File: src/rtl/mem_req_pkg.sv
// Widths and channel state encoding shared by the memory request queue blocks.
package mem_req_pkg;

    localparam int ADDR_W = 16;
    localparam int DATA_W = 16;

    typedef enum logic [1:0] {
        IDLE  = 2'd0,
        ISSUE = 2'd1,
        WAIT  = 2'd2
    } chan_state_e;

endpackage

File: src/rtl/mem_req_fifo.sv
// Circular request FIFO that also exposes every slot and its occupancy so the
// parent can compare queued addresses against another channel.
module mem_req_fifo #(
    parameter int  WIDTH = 16,
    parameter int  DEPTH = 4,
    localparam int PTR_W = $clog2(DEPTH)
) (
    input  logic                   clk,
    input  logic                   reset,
    input  logic                   push,
    input  logic [WIDTH-1:0]       push_data,
    input  logic                   pop,
    output logic [PTR_W:0]         count,
    output logic [WIDTH-1:0]       head,
    output logic [WIDTH-1:0]       head_next,
    output logic [DEPTH*WIDTH-1:0] entries,
    output logic [DEPTH-1:0]       occupied
);

    logic [WIDTH-1:0] mem_q [DEPTH];
    logic [WIDTH-1:0] mem_d [DEPTH];
    logic [PTR_W-1:0] wr_ptr_q, wr_ptr_d;
    logic [PTR_W-1:0] rd_ptr_q, rd_ptr_d;
    logic [PTR_W:0]   count_q, count_d;

    always_comb begin
        mem_d    = mem_q;
        wr_ptr_d = wr_ptr_q;
        rd_ptr_d = rd_ptr_q;
        count_d  = count_q;
        if (push) begin
            mem_d[wr_ptr_q] = push_data;
            wr_ptr_d        = wr_ptr_q + PTR_W'(1);
        end
        if (pop) begin
            rd_ptr_d = rd_ptr_q + PTR_W'(1);
        end
        case ({push, pop})
            2'b10:   count_d = count_q + (PTR_W+1)'(1);
            2'b01:   count_d = count_q - (PTR_W+1)'(1);
            default: count_d = count_q;
        endcase
    end

    // Payload storage carries no reset; only pointers and count define validity.
    always_ff @(posedge clk) begin
        mem_q <= mem_d;
        if (reset) begin
            wr_ptr_q <= '0;
            rd_ptr_q <= '0;
            count_q  <= '0;
        end else begin
            wr_ptr_q <= wr_ptr_d;
            rd_ptr_q <= rd_ptr_d;
            count_q  <= count_d;
        end
    end

    assign count     = count_q;
    assign head      = mem_q[rd_ptr_q];
    assign head_next = mem_q[rd_ptr_q + PTR_W'(1)];

    always_comb begin
        entries  = '0;
        occupied = '0;
        for (int i = 0; i < DEPTH; i++) begin
            entries[i*WIDTH +: WIDTH] = mem_q[i];
            occupied[i]               = {1'b0, PTR_W'(i) - rd_ptr_q} < count_q;
        end
    end

endmodule

File: src/rtl/mem_request_queue.sv
// Independent write and read request queues toward a memory controller, with
// bounded retry on rejection and read-after-write ordering by address.
module mem_request_queue
    import mem_req_pkg::*;
#(
    parameter int DEPTH     = 4,
    parameter int MAX_RETRY = 7
) (
    input  logic              clk,
    input  logic              reset,
    input  logic              cl_wr_valid,
    output logic              cl_wr_ready,
    input  logic [ADDR_W-1:0] cl_wr_address,
    input  logic [DATA_W-1:0] cl_wr_data,
    input  logic              cl_rd_valid,
    output logic              cl_rd_ready,
    input  logic [ADDR_W-1:0] cl_rd_address,
    output logic [ADDR_W-1:0] wr_address,
    output logic [DATA_W-1:0] wr_data,
    output logic              wr_en,
    input  logic              wr_ret_ack,
    output logic [ADDR_W-1:0] rd_address,
    output logic              rd_en,
    input  logic              rd_ret_ack,
    output logic              error
);

    localparam int                 PTR_W       = $clog2(DEPTH);
    localparam int                 RETRY_W     = $clog2(MAX_RETRY + 1);
    localparam int                 WR_W        = ADDR_W + DATA_W;
    localparam logic [PTR_W:0]     FULL_CNT    = (PTR_W+1)'(DEPTH);
    localparam logic [PTR_W:0]     ONE_CNT     = (PTR_W+1)'(1);
    localparam logic [RETRY_W-1:0] RETRY_LIMIT = RETRY_W'(MAX_RETRY);

    logic [PTR_W:0]        wr_count, rd_count;
    logic [WR_W-1:0]       wr_head, wr_head_next;
    logic [DEPTH*WR_W-1:0] wr_entries;
    logic [DEPTH-1:0]      wr_occupied;
    logic [ADDR_W-1:0]     rd_head, rd_head_next;
    logic [DEPTH*ADDR_W-1:0] rd_entries_unused;
    logic [DEPTH-1:0]      rd_occupied_unused;
    logic                  wr_push, wr_pop, wr_drop;
    logic                  rd_push, rd_pop, rd_drop;
    logic                  rd_hazard_head, rd_hazard_next;

    chan_state_e        wr_state_q, wr_state_d, rd_state_q, rd_state_d;
    logic [RETRY_W-1:0] wr_retry_q, wr_retry_d, rd_retry_q, rd_retry_d;
    logic               wr_en_q, wr_en_d, rd_en_q, rd_en_d;
    logic [ADDR_W-1:0]  wr_addr_q, wr_addr_d, rd_addr_q, rd_addr_d;
    logic [DATA_W-1:0]  wr_data_q, wr_data_d;
    logic               error_q, error_d;

    // A read must not pass any queued or in-flight write to the same address.
    function automatic logic raw_hazard(input logic [ADDR_W-1:0]     addr,
                                        input logic [DEPTH*WR_W-1:0] ents,
                                        input logic [DEPTH-1:0]      occ);
        logic hit;
        hit = 1'b0;
        for (int i = 0; i < DEPTH; i++) begin
            if (occ[i] && (ents[i*WR_W + DATA_W +: ADDR_W] == addr)) begin
                hit = 1'b1;
            end
        end
        return hit;
    endfunction

    assign cl_wr_ready = (wr_count < FULL_CNT);
    assign cl_rd_ready = (rd_count < FULL_CNT);
    assign wr_push     = cl_wr_valid & cl_wr_ready;
    assign rd_push     = cl_rd_valid & cl_rd_ready;

    mem_req_fifo #(.WIDTH(WR_W), .DEPTH(DEPTH)) u_wr_fifo (
        .clk       (clk),
        .reset     (reset),
        .push      (wr_push),
        .push_data ({cl_wr_address, cl_wr_data}),
        .pop       (wr_pop),
        .count     (wr_count),
        .head      (wr_head),
        .head_next (wr_head_next),
        .entries   (wr_entries),
        .occupied  (wr_occupied)
    );

    mem_req_fifo #(.WIDTH(ADDR_W), .DEPTH(DEPTH)) u_rd_fifo (
        .clk       (clk),
        .reset     (reset),
        .push      (rd_push),
        .push_data (cl_rd_address),
        .pop       (rd_pop),
        .count     (rd_count),
        .head      (rd_head),
        .head_next (rd_head_next),
        .entries   (rd_entries_unused),
        .occupied  (rd_occupied_unused)
    );

    assign rd_hazard_head = raw_hazard(rd_head, wr_entries, wr_occupied);
    assign rd_hazard_next = raw_hazard(rd_head_next, wr_entries, wr_occupied);

    always_comb begin
        wr_state_d = wr_state_q;
        wr_retry_d = wr_retry_q;
        wr_en_d    = 1'b0;
        wr_addr_d  = wr_addr_q;
        wr_data_d  = wr_data_q;
        wr_pop     = 1'b0;
        wr_drop    = 1'b0;
        case (wr_state_q)
            IDLE: begin
                if (wr_count != '0) begin
                    wr_state_d             = ISSUE;
                    wr_en_d                = 1'b1;
                    {wr_addr_d, wr_data_d} = wr_head;
                end
            end
            ISSUE: wr_state_d = WAIT;
            WAIT: begin
                if (wr_ret_ack) begin
                    wr_pop     = 1'b1;
                    wr_retry_d = '0;
                    if (wr_count > ONE_CNT) begin
                        wr_state_d             = ISSUE;
                        wr_en_d                = 1'b1;
                        {wr_addr_d, wr_data_d} = wr_head_next;
                    end else begin
                        wr_state_d = IDLE;
                    end
                end else if (wr_retry_q == RETRY_LIMIT) begin
                    wr_pop     = 1'b1;
                    wr_drop    = 1'b1;
                    wr_retry_d = '0;
                    wr_state_d = IDLE;
                end else begin
                    wr_retry_d = wr_retry_q + RETRY_W'(1);
                    wr_state_d = ISSUE;
                    wr_en_d    = 1'b1;
                end
            end
            default: wr_state_d = IDLE;
        endcase
    end

    always_comb begin
        rd_state_d = rd_state_q;
        rd_retry_d = rd_retry_q;
        rd_en_d    = 1'b0;
        rd_addr_d  = rd_addr_q;
        rd_pop     = 1'b0;
        rd_drop    = 1'b0;
        case (rd_state_q)
            IDLE: begin
                if ((rd_count != '0) && !rd_hazard_head) begin
                    rd_state_d = ISSUE;
                    rd_en_d    = 1'b1;
                    rd_addr_d  = rd_head;
                end
            end
            ISSUE: rd_state_d = WAIT;
            WAIT: begin
                if (rd_ret_ack) begin
                    rd_pop     = 1'b1;
                    rd_retry_d = '0;
                    if ((rd_count > ONE_CNT) && !rd_hazard_next) begin
                        rd_state_d = ISSUE;
                        rd_en_d    = 1'b1;
                        rd_addr_d  = rd_head_next;
                    end else begin
                        rd_state_d = IDLE;
                    end
                end else if (rd_retry_q == RETRY_LIMIT) begin
                    rd_pop     = 1'b1;
                    rd_drop    = 1'b1;
                    rd_retry_d = '0;
                    rd_state_d = IDLE;
                end else begin
                    rd_retry_d = rd_retry_q + RETRY_W'(1);
                    rd_state_d = ISSUE;
                    rd_en_d    = 1'b1;
                end
            end
            default: rd_state_d = IDLE;
        endcase
    end

    assign error_d = error_q | wr_drop | rd_drop;

    always_ff @(posedge clk) begin
        if (reset) begin
            wr_state_q <= IDLE;
            wr_retry_q <= '0;
            wr_en_q    <= 1'b0;
            wr_addr_q  <= '0;
            wr_data_q  <= '0;
            rd_state_q <= IDLE;
            rd_retry_q <= '0;
            rd_en_q    <= 1'b0;
            rd_addr_q  <= '0;
            error_q    <= 1'b0;
        end else begin
            wr_state_q <= wr_state_d;
            wr_retry_q <= wr_retry_d;
            wr_en_q    <= wr_en_d;
            wr_addr_q  <= wr_addr_d;
            wr_data_q  <= wr_data_d;
            rd_state_q <= rd_state_d;
            rd_retry_q <= rd_retry_d;
            rd_en_q    <= rd_en_d;
            rd_addr_q  <= rd_addr_d;
            error_q    <= error_d;
        end
    end

    assign wr_en      = wr_en_q;
    assign wr_address = wr_addr_q;
    assign wr_data    = wr_data_q;
    assign rd_en      = rd_en_q;
    assign rd_address = rd_addr_q;
    assign error      = error_q;

endmodule

File: config.mk
export PLATFORM = sky130hd
export DESIGN_NAME = mem_request_queue
export DESIGN_NICKNAME = d
export VERILOG_FILES = /design/src/rtl/mem_req_pkg.sv /design/src/rtl/mem_req_fifo.sv /design/src/rtl/mem_request_queue.sv
export SDC_FILE = /design/constraint.sdc
export NUM_CORES = 1
export LEC_CHECK = 0
export CAP_MARGIN = 10
export CORE_ASPECT_RATIO = 0.8
export CORE_MARGIN = 10
export CORE_UTILIZATION = 55
export DETAILED_ROUTE_END_ITERATION = 10
export PLACE_DENSITY = 0.75
export SETUP_SLACK_MARGIN = 0.05
export SKIP_LAST_GASP = 1
export SLEW_MARGIN = 20
export SYNTH_ARGS = -nofsm -noshare
export SYNTH_HDL_FRONTEND = slang
export SYNTH_SLANG_ARGS = --single-unit
export TNS_END_PERCENT = 5
File: constraint.sdc
create_clock -name clk -period 7.39 [get_ports clk]
set_input_delay 1.478 -clock clk [delete_from_list [all_inputs] [get_ports clk]]
set_output_delay 1.478 -clock clk [all_outputs]
set_load 0.05 [all_outputs]
==> results of run 1 <==
==> where the power goes <==
part | internal (mW) | leakage [nW] | total (mW) | switching (mW)
clock network | 0.786 | 0.409 | 1.35 | 0.567
registers | 1.76 | 2.38 | 1.88 | 0.118
logic | 0.438 | 2.66 | 1.16 | 0.722
total | 2.99 | 5.46 | 4.39 | 1.41
==> synth_stat cells (all sizes together) (23+ instances only) <==
cell,n
a21oi,24
a311oi,23
clkbuf,42
dfxtp,75
edfxtp,192
ha,26
mux2,24
mux2i,65
mux4,81
nand2,55
nor2,80
xnor2,61
xor2,72
==> cell usage in the layout, fill, tap and decap left out, types with 5 or more instances in the layout <==
cell	netlist	final
edfxtp_1	192	192
clkdlybuf4s50_1	0	105
mux4_2	81	81
nor2_1	80	80
xor2_1	72	72
dfxtp_1	75	71
mux2i_1	65	65
xnor2_1	61	61
nand2_1	55	55
ha_1	26	26
clkbuf_16	0	26
a21oi_1	24	23
a311oi_1	23	23
inv_1	22	22
nor2b_1	19	18
mux2_2	16	16
nor4_1	15	15
nand4_1	15	15
nor3_1	12	12
a211oi_1	12	12
buf_4	3	12
and2_1	10	10
o21ai_0	9	9
a221oi_1	8	8
mux2_4	8	8
clkinv_1	0	7
nand3_1	6	6
or3_1	5	5
clkbuf_1	42	5
==> worst paths after layout <==
path / endpoint / cells past startpoint / slack (ns)
worst max-delay path: rd_address[0] / 9 / 2.91
worst min register to register: wr_retry_q[1] / 2 / 0.46
worst min-delay path: wr_retry_q[1] / 2 / 0.46
worst max register to register: rd_address[0] / 9 / 2.91
==> layer usage <==
layer	part of all wire, %	vias to the layer above	global-route usage [%]
li1	-	4019	-
met1	46	4539	32.02
met2	45	336	33.61
met3	7.8	56	4.735
met4	1.8	2	3.943
met5	0.028	-	0
==> state kept, by name (all words and copies together), names as in the netlist <==
name	cells
u_wr_fifo.entries	128
u_rd_fifo.entries	64
rd_address	16
wr_address	16
wr_data	16
rd_retry_q	3
u_rd_fifo.count	3
u_wr_fifo.count	3
wr_retry_q	3
rd_state_q	2
u_rd_fifo.rd_ptr_q	2
u_rd_fifo.wr_ptr_q	2
u_wr_fifo.rd_ptr_q	2
u_wr_fifo.wr_ptr_q	2
wr_state_q	2
error	1
rd_en	1
wr_en	1
==> worst max-delay path: stages (launching register included) <==
cell and delay (ns):
dfxtp_2 1.06, buf_4 0.41, mux4_2 0.44, xor2_1 0.17, nor4_1 0.47, nand4_1 0.13
or3_1 0.34, nand4_1 0.12, a22o_1 0.78, mux2_2 0.42
==> cell type report <==
| class | instances | area (um^2) |
|---|---|---|
| Clock buffer | 31 | 669.4 |
| Clock inverter | 17 | 195.2 |
| Fill cell | 1828 | 8600 |
| Inverter | 22 | 82.58 |
| Multi-Input combinational cell | 664 | 6141 |
| Sequential cell | 267 | 7277 |
| Tap cell | 318 | 397.9 |
| Timing Repair Buffer | 117 | 1141 |
==> kinds of logic after synthesis <==
family	Yosys count	synth area share (%)
compound gates	103	5.410
xor+xnor	133	8.451
fa+ha+maj	26	2.360
buf+inv	86	2.886
flops	267	52.72
mux	170	20.13
simple gates	232	8.042
==> run metrics, run 1 <==
Synth top area share 41.83%; Syn Nets 1097; Crit. Startpoint u_rd_fifo.rd_ptr_q[0]; Starting Density 56.26%; ANT cells 0; Cells after DPL 1388; Overflow after GRT 0; min-delay src wr_retry_q[1]; Leakage 5.455 nW; gr usage total 22.03%; CTS Buffer Depth 3; Post-Place Setup Slack 2.932 ns; ys flop type edfxtp_1; worst-margin pin slew 1.129 ns; Setup TNS 0 ns; fin crit period 4.481 ns; Post-Syn Area 13780 um^2; dpl cell area 15040 um^2; hold_buf cts 0; Die Height 161.6 um; DRC Markers 0; post-CTS sizing 0; clk_skew 0.01070 ns; CP max FO 43; number of global-route vias before repair 8850; share of layout cells above drive strength 1 14.40%; largest net degree at the start of global routing 92; post-CTS setup buffer count 0; Post-synth EDFFs 192; total clock sinks 267; Worst setup SP type flip-flop; die area 31840 um^2; Power per Cell Area 276.3 nW/um^2; Max Freq 223.2 MHz; Antenna Nets Post-Route 0; first-pass GRT wire length 54.29 mm; GP Congestion 0.9873; # IOs 107; Cell variety after synth 52; final-report hold violation count 0; Pre-antenna DRT Iters 5; largest area contributor in the netlist edfxtp_1; Finish-stage setup viols 0; peak supply drop 0.2013 mV; area delta synth->final 15.38%; root buffer cell clkbuf_16; status finished clean; Reg clk slew, reported paths 0.06 ns; TritonCTS clock tree done; dpl hpwl 24.63 mm; Critical Path AT 4.91 ns; DR vias/cell 6.234; Final Instance Area 15900 um^2; Area contributors post-synth edfxtp_1, mux4_2, dfxtp_1; Routed wire per std cell 24.61 um; initial antenna violation count 1; Synth Instances 1017; initial detailed-routing violation count 823; row count 51; Data required, critical path 7.82 ns; Hold Path Class reg -> reg; fin nets 1178; core area 24500 um^2; number of buffers created by CTS 26; Worst setup EP type flip-flop; RSZ-0062 raised after global routing false; clk_lat worst skew 0.55 ns; drt total wl 35.33 mm; max-slew violation count 0; DIE WIDTH 197 um; Synth warnings 0; final worst-path cycle share 60.64%; H-tree levels 1; Post-Syn Area per Cell 13.55 um^2; final core occ 64.91%; Setup CP Type reg -> reg; Crit Reg-Reg Startpoint u_rd_fifo.rd_ptr_q[0]; Seq/Total Area, Yosys 52.72%; FF+latch count, synth 267; slack of the critical path 2.909 ns; max-cap violations 0; post-layout power 4.395 mW; final std cells w/o fill 1436; Relative slew margins 24.72%; FFs w/ async S/R, synth 0%; WHS 0.4606 ns; IO Port Bufs 106; routed vias 8952
Note: power is estimated with default switching activity, not from simulation.
==> inputs of run 2 (changes only) <==
- clock period: 7.39 -> 4.2 ns (I/O delays scaled with it)
==> run 2 against run 1 <==
Compared with the run above: global-route usage is 0.75 points higher; final area grew 0.51%; largest cell class unchanged; worst hold slack improved by 0.016 ns; critical path depth is 1 higher; clock-buffer cell count up 1.
==> run metrics, run 2 (synthesis results as in run 1) <==
P_sw 2.460 mW; ANT cells 0; M1 WL 16.55 mm; initial detailed-routing violation count 967; Hold Path Class reg -> reg; commonest non-fill, non-tap cell in the layout edfxtp_1; Reg power frac 42.7%; post-CTS setup buffer count 0; fin nets 1185; Cells after DPL 1395; status finished clean; post-CTS sizing 0; initial antenna violation count 0; fin crit period 3.566 ns; root buffer cell clkbuf_16; r2r endpoint rd_address[5]; Critical Path AT 3.99 ns; max-cap violations 0; Crit Reg-Reg Startpoint u_rd_fifo.rd_ptr_q[1]; TritonCTS clock tree done; Pre-antenna DRT Iters 5; Leakage 5.518 nW; final worst-path cycle share 84.90%; Reg clk slew, reported paths 0.06 ns; metal3 WL 2.632 mm; FF-to-FF path depth 10; Die Height 161.6 um; number of buffers created by CTS 26; CTS Buffer Depth 3; DIE WIDTH 197 um; H-tree levels 1; Logic pwr share 27.0%; dpl hpwl 26.01 mm; die area 31840 um^2; # IOs 107; clk_lat worst skew 0.54 ns; final std cells w/o fill 1443; RSZ-0062 raised after global routing false; clk_skew 0.01289 ns; Worst setup EP type flip-flop; max-slew violation count 0; Antenna Nets Post-Route 0; Max Freq 280.4 MHz; Relative slew margins 30.75%; area delta synth->final 15.97%; commonest non-fill, non-tap cells in the layout edfxtp_1, clkdlybuf4s50_1, mux4_2, nor2_1, xor2_1; gr usage total 22.78%; max FFs per register 128; Finish-stage setup viols 0; Power per Cell Area 483.5 nW/um^2; share of layout cells above drive strength 1 15.29%; final-report hold violation count 0; Setup CP Type reg -> reg; Crit. Startpoint u_rd_fifo.rd_ptr_q[1]; R2R Setup Slk 0.63 ns; routed vias 8945; IO Port Bufs 106; Setup TNS 0 ns; post-layout power 7.728 mW; Starting Density 56.26%; met2 WL 16.56 mm; CP Capture Point rd_address[5]; min-delay src wr_retry_q[1]; Routed wire per std cell 25.11 um; core area 24500 um^2; WHS 0.4767 ns; DRC Markers 0; switch share 31.83%; Data required, critical path 4.62 ns; Top Layer Used met4; number of global-route vias before repair 8878; peak supply drop 0.3698 mV; Overflow after GRT 0; CP max FO 35; hold_buf cts 0; dpl cell area 15130 um^2; total clock sinks 267; drt total wl 36.24 mm; first-pass GRT wire length 55.88 mm; Worst setup SP type flip-flop; GP Congestion 1.012; internal power 5.268 mW; worst-margin pin slew 1.039 ns; Clk pwr share 30.3%; row count 51; largest net degree at the start of global routing 92; Final Instance Area 15990 um^2; DR vias/cell 6.199
run 2: cell count changes in the layout (fill, tap and decap cells not counted), moves of 3 or more:
cell	delta
buf_12	+3
clkinv_1	-3
clkinv_2	+6
clkinvlp_4	-3
buf_4	+4
run 2: layout make-up:
cell class / count / area [um^2]
sequential: 267 / 7274
timing repair buffer: 124 / 1231
fill: 1830 / 8518
multi-input combinational: 664 / 6141
inverter: 22 / 82.58
clock inverter: 16 / 153.9
tap: 318 / 397.9
clock buffer: 32 / 704.4
run 2: how the worst min path moves through the flow:
stage | endpoint | cells past startpoint | slack, ns
global route | wr_retry_q[1] | 2 | 0.50
global placement | wr_retry_q[1] | 2 | 0.44
finish | wr_retry_q[1] | 2 | 0.48
CTS | wr_retry_q[1] | 2 | 0.47
detailed placement | wr_retry_q[1] | 2 | 0.46
floorplan | wr_retry_q[1] | 2 | 0.44
run 2: worst max-delay path: stages, from the launching register on:
cell and delay (ns):
dfxtp_2 0.53, buf_12 0.29, mux4_2 0.65, xor2_1 0.18
nor4_1 0.45, nand4_1 0.14, or3_1 0.34, nand4_1 0.12
a22o_1 0.19, buf_12 0.18, mux2_2 0.35
run 2: through the flow:
stage	util (%)	worst slack [ns]
after floorplan	-	0.9716
after global placement	61.73	0.6163
after detailed placement	61.73	0.6644
after CTS	65.24	0.6619
after global routing	65.24	0.3770
final	65.24	0.6340
run 2: per-layer routing:
layer  global-route usage, %  vias to the layer above
met2                   34.88                      324
met3                   4.320                       32
li1                        -                     4034
met5                       0                        -
met4                   3.489                        0
met1                   33.62                     4555
run 2: power by group through the flow:
stage / logic (mW) / registers, mW / clock network (mW)
floorplan: 0.963 / 3.75 / 0
global placement: 2.06 / 3.34 / 0
detailed placement: 2.08 / 3.35 / 0
CTS: 2.09 / 3.30 / 2.37
global route: 2.23 / 3.33 / 2.49
finish: 2.09 / 3.30 / 2.34
==> inputs of run 3 (changes only) <==
- CORE_UTILIZATION: 55 -> 53
- clock period: 4.2 -> 3.2 ns (I/O delays scaled with it)
==> run 3 against run 2 <==
Compared with the run above: first-iteration DRC count shrank 19%; worst hold slack got worse by 0.014 ns; setup slack got worse by 0.62 ns; flip-flop and latch count unchanged.
==> run metrics, run 3 (synthesis results as in run 1) <==
gr usage total 21.79%; clk_skew 0.02790 ns; Setup CP Type reg -> reg; Power per Cell Area 631.9 nW/um^2; root buffer cell clkbuf_16; switch share 31.41%; FF-to-FF path depth 10; Worst setup SP type flip-flop; Final Instance Area 16530 um^2; initial antenna violation count 0; final worst-path cycle share 99.54%; number of global-route vias before repair 8907; Antenna Nets Post-Route 0; CP max FO 18; max FFs per register 128; max-cap violations 0; first-pass GRT wire length 55.61 mm; final-report hold violation count 0; Post-Place Setup Slack -0.02718 ns; dpl hpwl 26.63 mm; routed vias 9166; IO Port Bufs 106; initial detailed-routing violation count 781; Reg power frac 41.4%; Pre-antenna DRT Iters 5; RSZ-0062 raised after global routing true; Starting Density 54.19%; Reg clk slew, reported paths 0.06 ns; commonest non-fill, non-tap cell in the layout edfxtp_1; share of layout cells above drive strength 1 19.04%; Data required, critical path 3.62 ns; largest net degree at the start of global routing 83; multi-input logic area 6177 um^2; Die Height 164.2 um; fin nets 1226; Worst setup EP type flip-flop; Overflow after GRT 0; commonest non-fill, non-tap cells in the layout edfxtp_1, clkdlybuf4s50_1, mux4_2, nor2_1, xor2_1; Routed wire per std cell 24.18 um; Logic pwr share 27.2%; die area 32900 um^2; GP Congestion 1.023; CTS Buffer Depth 3; Max Freq 313.9 MHz; Hold Path Class reg -> reg; number of buffers created by CTS 26; max-slew violation count 0; DRC Markers 0; Leakage 5.782 nW; drt total wl 36.68 mm; DR vias/cell 6.042; P_sw 3.281 mW; area delta synth->final 19.95%; Critical Path AT 3.61 ns; DIE WIDTH 200.3 um; H-tree levels 1; status finished clean; internal power 7.167 mW; ANT cells 0; Clk pwr share 31.4%; flip-flop and latch area 7277 um^2; Relative slew margins 38.39%; # IOs 107; Min-Delay Path Depth 2; fin crit period 3.185 ns; row count 52; clk_lat worst skew 0.55 ns; core area 25440 um^2; fill count 1898; Finish-stage setup viols 0; peak supply drop 0.6373 mV; total clock sinks 267; R2R Setup Slk 0.01 ns; TritonCTS clock tree done; worst-margin pin slew 0.9242 ns; dpl cell area 15560 um^2; slack of the critical path 0.01472 ns
[run 3: changes by cell type in the layout (fill, tap and decap cells not counted), moves of 4 or more]
cell      previous run  this run
buf_12               3        10
clkbuf_8             1         7
clkinv_2             8         3
nor4_2               1         5
buf_4               16        50
nor4_1              15        11
[run 3: timing repair]
item / in CTS / in global routing
buffers inserted: 0 / 1
pin swaps: 0 / 1
gates resized for setup: 3 / 5
endpoints found under the setup margin: 16 / 18
hold buffers: 0 / 0
[run 3: cell type report]
cell class / instances / share of cell area [%]
Tap cell: 351 / 2.656
Clock buffer: 36 / 4.586
Clock inverter: 12 / 1.052
Multi-Input combinational cell: 664 / 37.36
Sequential cell: 267 / 44.01
Timing Repair Buffer: 165 / 9.837
Inverter: 22 / 0.4994
[run 3: layer usage]
metal / track usage, % / wire, um
met2: 33.90 / 16570
met1: 31.23 / 16710
met4: 3.985 / 628
met5: 0 / 0
met3: 4.568 / 2769
[run 3: worst paths after layout]
| kind | from | endpoint |
|---|---|---|
| min reg2reg | wr_retry_q[2] | wr_retry_q[2] |
| max reg2reg | u_rd_fifo.rd_ptr_q[1] | rd_address[4] |
| min | wr_retry_q[2] | wr_retry_q[2] |
| max | u_rd_fifo.rd_ptr_q[1] | rd_address[4] |
[run 3: worst max-delay path, stage by stage, from the launching register on]
cell      delay (ns)
dfxtp_4         0.43
buf_12          0.18
mux4_2          0.64
xnor2_1         0.32
nand4_1         0.16
nor4_1          0.32
o211ai_1        0.16
nand4_1         0.13
a22o_1          0.17
buf_12          0.17
mux2_2          0.34
[run 3: stage by stage]
stage	power, mW	hold slack (ns)	util (%)	cells	setup TNS (ns)
6_report	10.45	0.4628	65.00	1517	0
5_1_grt	10.85	0.4858	65.00	1517	-1.353
4_1_cts	10.49	0.4647	64.87	1516	0
3_5_place_dp	7.210	0.4576	61.15	1468	-0.1661
3_3_place_gp	7.175	0.4420	61.15	1468	-0.07864
2_1_floorplan	6.189	0.4356	-	1017	0
[run 3: power by group through the flow]
stage	Clock (mW)	Combinational [mW]	Sequential (mW)
floorplan	0	1.26	4.92
global placement	0	2.78	4.39
detailed placement	0	2.82	4.39
CTS	3.33	2.83	4.33
global route	3.46	3.03	4.37
finish	3.28	2.84	4.33
